File: src/rtl/aer_link_arbiter.sv
// rtl/aer_link_arbiter.sv - two-requester arbiter driving the core's 4-phase AER input link
// Optional round-robin arbitration via ARB_ROUND_ROBIN_EN; fixed HOST priority otherwise.
module aer_link_arbiter #(
    parameter int ACK_TIMEOUT = 1023,
    parameter int GAP_CYCLES  = 1,
    parameter int CNT_BITS    = 16
) (
    input  logic                CLK,
    input  logic                RST_N,
    input  logic                ENC_REQ,
    input  logic [9:0]          ENC_ADDR,
    output logic                ENC_GNT,
    input  logic                HOST_REQ,
    input  logic [9:0]          HOST_ADDR,
    output logic                HOST_GNT,
    output logic                AERIN_CTRL_BUSY,
    output logic [9:0]          AEROUT_ADDR,
    output logic                AEROUT_REQ,
    input  logic                AEROUT_ACK,
    output logic [CNT_BITS-1:0] EVENTS_SENT,
    output logic                ACK_ERR,
    input  logic                CLR_CNT
);

    localparam int TW = $clog2(ACK_TIMEOUT + 1);
    localparam logic [TW-1:0]       TMO_LIMIT = TW'(ACK_TIMEOUT);
    localparam logic [TW-1:0]       TMR_ONE   = TW'(1);
    localparam logic [CNT_BITS-1:0] CNT_ONE   = CNT_BITS'(1);
    localparam logic [3:0]          GAP_LAST  = 4'(GAP_CYCLES - 1);

    typedef enum logic [2:0] {
        S_IDLE,
        S_SETUP,
        S_WAIT_HI,
        S_WAIT_LO,
        S_GAP
    } state_t;

    state_t        r_state;
    logic          r_ack_m;
    logic          r_ack_s;
    logic [TW-1:0] r_tmr;
    logic [3:0]    r_gap;
    logic          r_abort;

    logic [TW-1:0] w_tmr_nxt;
    logic          w_timeout;
    logic          w_pick_host;

    // The timer holds the number of cycles already waited in the current phase.
    assign w_tmr_nxt = r_tmr + TMR_ONE;
    assign w_timeout = (w_tmr_nxt == TMO_LIMIT);

`ifdef ARB_ROUND_ROBIN_EN
    logic r_last_host;
    assign w_pick_host = HOST_REQ && (!ENC_REQ || !r_last_host);
`else
    assign w_pick_host = HOST_REQ;
`endif

    assign AERIN_CTRL_BUSY = (r_state != S_IDLE);

    always_ff @(posedge CLK) begin
        if (!RST_N) begin
            r_state     <= S_IDLE;
            r_ack_m     <= 1'b0;
            r_ack_s     <= 1'b0;
            r_tmr       <= '0;
            r_gap       <= '0;
            r_abort     <= 1'b0;
            ENC_GNT     <= 1'b0;
            HOST_GNT    <= 1'b0;
            AEROUT_ADDR <= '0;
            AEROUT_REQ  <= 1'b0;
            EVENTS_SENT <= '0;
            ACK_ERR     <= 1'b0;
`ifdef ARB_ROUND_ROBIN_EN
            r_last_host <= 1'b0;
`endif
        end else begin
            r_ack_m  <= AEROUT_ACK;
            r_ack_s  <= r_ack_m;
            ENC_GNT  <= 1'b0;
            HOST_GNT <= 1'b0;
            case (r_state)
                S_IDLE: begin
                    if (ENC_REQ || HOST_REQ) begin
                        if (w_pick_host) begin
                            HOST_GNT    <= 1'b1;
                            AEROUT_ADDR <= HOST_ADDR;
                        end else begin
                            ENC_GNT     <= 1'b1;
                            AEROUT_ADDR <= ENC_ADDR;
                        end
`ifdef ARB_ROUND_ROBIN_EN
                        r_last_host <= w_pick_host;
`endif
                        r_state <= S_SETUP;
                    end
                end
                S_SETUP: begin
                    AEROUT_REQ <= 1'b1;
                    r_tmr      <= '0;
                    r_abort    <= 1'b0;
                    r_state    <= S_WAIT_HI;
                end
                S_WAIT_HI: begin
                    if (r_ack_s || w_timeout) begin
                        AEROUT_REQ <= 1'b0;
                        r_tmr      <= '0;
                        r_state    <= S_WAIT_LO;
                        if (!r_ack_s) begin
                            ACK_ERR <= 1'b1;
                            r_abort <= 1'b1;
                        end
                    end else begin
                        r_tmr <= w_tmr_nxt;
                    end
                end
                S_WAIT_LO: begin
                    if (!r_ack_s || w_timeout) begin
                        if (r_ack_s) begin
                            ACK_ERR <= 1'b1;
                        end else if (!r_abort && (EVENTS_SENT != '1)) begin
                            EVENTS_SENT <= EVENTS_SENT + CNT_ONE;
                        end
                        r_gap   <= '0;
                        r_state <= (GAP_CYCLES == 0) ? S_IDLE : S_GAP;
                    end else begin
                        r_tmr <= w_tmr_nxt;
                    end
                end
                S_GAP: begin
                    if (r_gap == GAP_LAST) begin
                        r_state <= S_IDLE;
                    end else begin
                        r_gap <= r_gap + 4'd1;
                    end
                end
                default: r_state <= S_IDLE;
            endcase
            // A clear in the same cycle as a completed handshake leaves the counter at zero.
            if (CLR_CNT) begin
                EVENTS_SENT <= '0;
            end
        end
    end

endmodule

File: config.mk
export PLATFORM = sky130hd
export DESIGN_NAME = aer_link_arbiter
export DESIGN_NICKNAME = d
export VERILOG_FILES = /design/src/rtl/aer_link_arbiter.sv
export SDC_FILE = /design/constraint.sdc
export NUM_CORES = 1
export LEC_CHECK = 0
export ABC_CLOCK_PERIOD_IN_PS = 3700
export CORE_ASPECT_RATIO = 2
export CORE_UTILIZATION = 53
export CTS_CLUSTER_DIAMETER = 60
export DETAILED_ROUTE_END_ITERATION = 7
export GPL_TIMING_DRIVEN = 0
export PLACE_DENSITY = 0.84
export SYNTH_ARGS = -nofsm -noshare
export SYNTH_HDL_FRONTEND = slang
export SYNTH_SLANG_ARGS = --single-unit
File: constraint.sdc
create_clock -name CLK -period 3.7 [get_ports CLK]
set_input_delay 0.37 -clock CLK [delete_from_list [all_inputs] [get_ports CLK]]
set_output_delay 0.37 -clock CLK [all_outputs]
set_load 0.05 [all_outputs]
==> run summary <==
Crit path cell chain: buf_4 -> nor3_1 -> inv_1 -> clkdlybuf4s50_1
Leakage: 0.00132 uW
Final Non-Filler Cells: 393
CP Depth: 4
Diode count: 0
Ys Warns: 0
H-tree Lvls: 2
DIE HEIGHT: 97.8 um
DIE AREA: 4880 um^2
Port Buffers: 55
Distinct cell type count after synthesis: 40
Buffer levels on the longest clock path: 2
Sequential fraction of the synthesis area: 41.2%
Post-synth ARST share: 0%
Final Critical Period: 2.31 ns
Post-CTS sizing: 0
Initial core utilization: 55.5%
Avg Inst Size Synth: 8.81 um^2
Post-synth EDFFs: 0
Final Cell Area: 3190 um^2
Routed vias/inst: 5.47
CTS tree: done
Clock-pin slew on the worst setup and hold paths: 0.09 ns
Largest stage delay on the critical path: 0.74 ns
Mean routed wirelength per cell: 13.5 um
CORE AREA: 4380 um^2
CP Class: reg -> out
CP Data Arrival Time: 1.94 ns
Clock latency on the worst-skew pair: 0.30 ns
Hold Vio Cnt, Final: 0
CTS Root Cell: clkbuf_8
R2r worst-path depth: 7
Row cnt: 34
Clock Skews: 0.00545 ns
Total of max-cap violations: 0
Sink Count: 50
Gp weighted congestion: 0.877
Seq. cell area: 1000 um^2
Final TNS setup: 0 ns
Buf+Inv Stages, Crit Path: 3
Startpoint Class: flop
Slew HR: 51.8%
Pin count of the biggest net entering global routing: 17
CP Max Fanout: 9
Detailed Route WL: 5.29 mm
Crit-path slowest cell: clkdlybuf4s50_1
Post-synth top flop: dfxtp_1
Crit path launch: r_state[0]$_SDFFE_PN0P_
Total CTS buffers: 5
Hold-critical path depth: 1
Slew @ Worst Pin: 0.723 ns
Gr ovfl total: 0
Final ANT Viol Nets: 0
# nets final: 369
Hpwl dp: 4.01 mm
Mapped Cells: 276
Die Width: 49.9 um
Unrepaired setup endpoints after global routing: no
VDD IR max: 491 uV
Layout cells sized above 1: 5.31%
Nature of the critical path endpoint: primary output
Number of global-route vias before repair: 2116
Cts hold-fix bufs: 0
Detailed Route Iter0 Violations: 44
Max frequency: 432 MHz
Overall power: 1340 uW
Synthesized cell area: 2430 um^2
Worst R2R Start: r_tmr[0]$_SDFFE_PN0P_
First-pass GRT wire length: 9.00 mm
Worst hold path type: reg -> reg
DRC violations left: 0
WHS: 0.440 ns
Cell Area, Placed: 3050 um^2
Via count: 2148
Post-synth net total: 307
Synthesized flop and latch total: 50
TritonRoute pass-1 iters: 4
Multi-input combinational cell area: 1340 um^2
Req. time, crit path: 3.33 ns
Post-CTS setup buffer count: 0
PwrDens: 420 nW/um^2
Worst path top cell family by delay: buffers and inverters
Final period util: 62.5%
Ports: 57
Area growth syn-to-layout: 31.1%
Status: finished clean
Worst hold path startpoint: r_ack_m$_SDFF_PN0_
Placed Cells: 385
Final Setup Violations: 0
Number of fill cells in the layout: 323
Antenna violations before repair: 0
Final Slew Violations: 0
Total track usage: 23.3%
## worst register-to-register path, cell delays in order (launching register included)
cell      delay, ns
dfxtp_1        0.44
ha_1           0.31
and2_1         0.21
o211a_1        0.19
o22ai_2        0.12
a21oi_1        0.59
nand3_1        0.15
o311ai_1       0.13
## Yosys cell counts, drive strengths merged (2+ instances only)
cell type	number	area [um^2]
inv	6	22.5
o21a	3	22.5
nand2b	3	18.8
and3	14	87.6
xnor2	9	78.8
a31oi	3	33.8
mux2i	13	130
xor2	13	114
o211a	11	110
nand4	5	31.3
clkbuf	7	26.3
ha	5	62.6
and2	5	32.5
and4	4	35.0
nand3	17	85.1
a22oi	3	22.5
buf	6	37.5
nand2	32	120
o21ai	11	55.1
nor3	3	15.0
a211oi	2	27.5
dfxtp	50	1000
nor2	30	113
nor2b	6	37.5
a21oi	7	35.0
## registers in the layout, summed over array words and instances (netlist names)
register,cells
EVENTS_SENT,16
AEROUT_ADDR,10
r_tmr,10
r_gap,4
r_state,3
ACK_ERR,1
AEROUT_REQ,1
ENC_GNT,1
HOST_GNT,1
r_abort,1
r_ack_m,1
r_ack_s,1
## cell usage in the layout, fill, tap and decap left out, types with 4 or more instances in the layout
cell type	count
nor2b_1	6
a21oi_1	7
nand4_1	5
and4_1	4
xnor2_1	9
inv_1	6
nand3_1	17
and3_1	14
xor2_1	13
dfxtp_1	50
clkbuf_8	5
nor2_1	30
o211a_1	11
o21ai_1	8
clkbuf_1	7
mux2i_1	13
nand2_1	32
clkdlybuf4s50_1	55
ha_1	5
and2_1	4
## kinds of logic (layout without fill, tap and decap cells)
family | count (synthesis) | count (layout) | share of synthesized area, %
AOI/OAI and AO/OA | 44 | 44 | 14.3
xor gates and xnor gates | 22 | 22 | 7.93
buffers and inverters | 19 | 82 | 3.55
adders and majority gates | 5 | 5 | 2.57
and+or+nand+nor | 123 | 123 | 25.2
muxes | 13 | 13 | 5.35
DFF | 50 | 50 | 41.2
## power breakdown
group / total [uW] / leakage [uW] / internal [uW] / switching (uW)
registers: 588 / 0.000407 / 568 / 20.4
clock network: 452 / 0.0000683 / 271 / 181
logic: 299 / 0.000845 / 114 / 184
total: 1340 / 0.00132 / 953 / 386
## routing by layer
layer / track usage [%] / vias up / wire (um)
met3: 4.52 / 10 / 166
li1: - / 1084 / -
met4: 10.8 / 0 / 112
met1: 24.6 / 1007 / 2100
met2: 42.6 / 47 / 2910
met5: 0 / - / 0
## per-stage QoR
step	util [%]	worst slack (ns)
after CTS	72.7	1.38
after global placement	69.6	1.52
after detailed placement	69.6	1.45
after global routing	72.7	1.26
final	72.7	1.39
after floorplan	-	1.71
## path summary, 6_finish.rpt
check,endpoint,slack (ns)
hold / removal,r_ack_s$_SDFF_PN0_,0.44
hold reg to reg,r_ack_s$_SDFF_PN0_,0.44
setup / recovery,AERIN_CTRL_BUSY,1.39
setup reg to reg,r_tmr[7]$_SDFFE_PN0P_,1.46
## cell type report
cell class	instances	share of cell area [%]
repair buffers	55	17.3
plain buffers	13	2.00
clock buffers	5	2.16
well taps	54	2.12
inverters	6	0.707
multi-input cells	207	42.2
clock inverters	3	2.16
flip-flops and latches	50	31.4
Note: power is estimated with default switching activity, not from simulation.
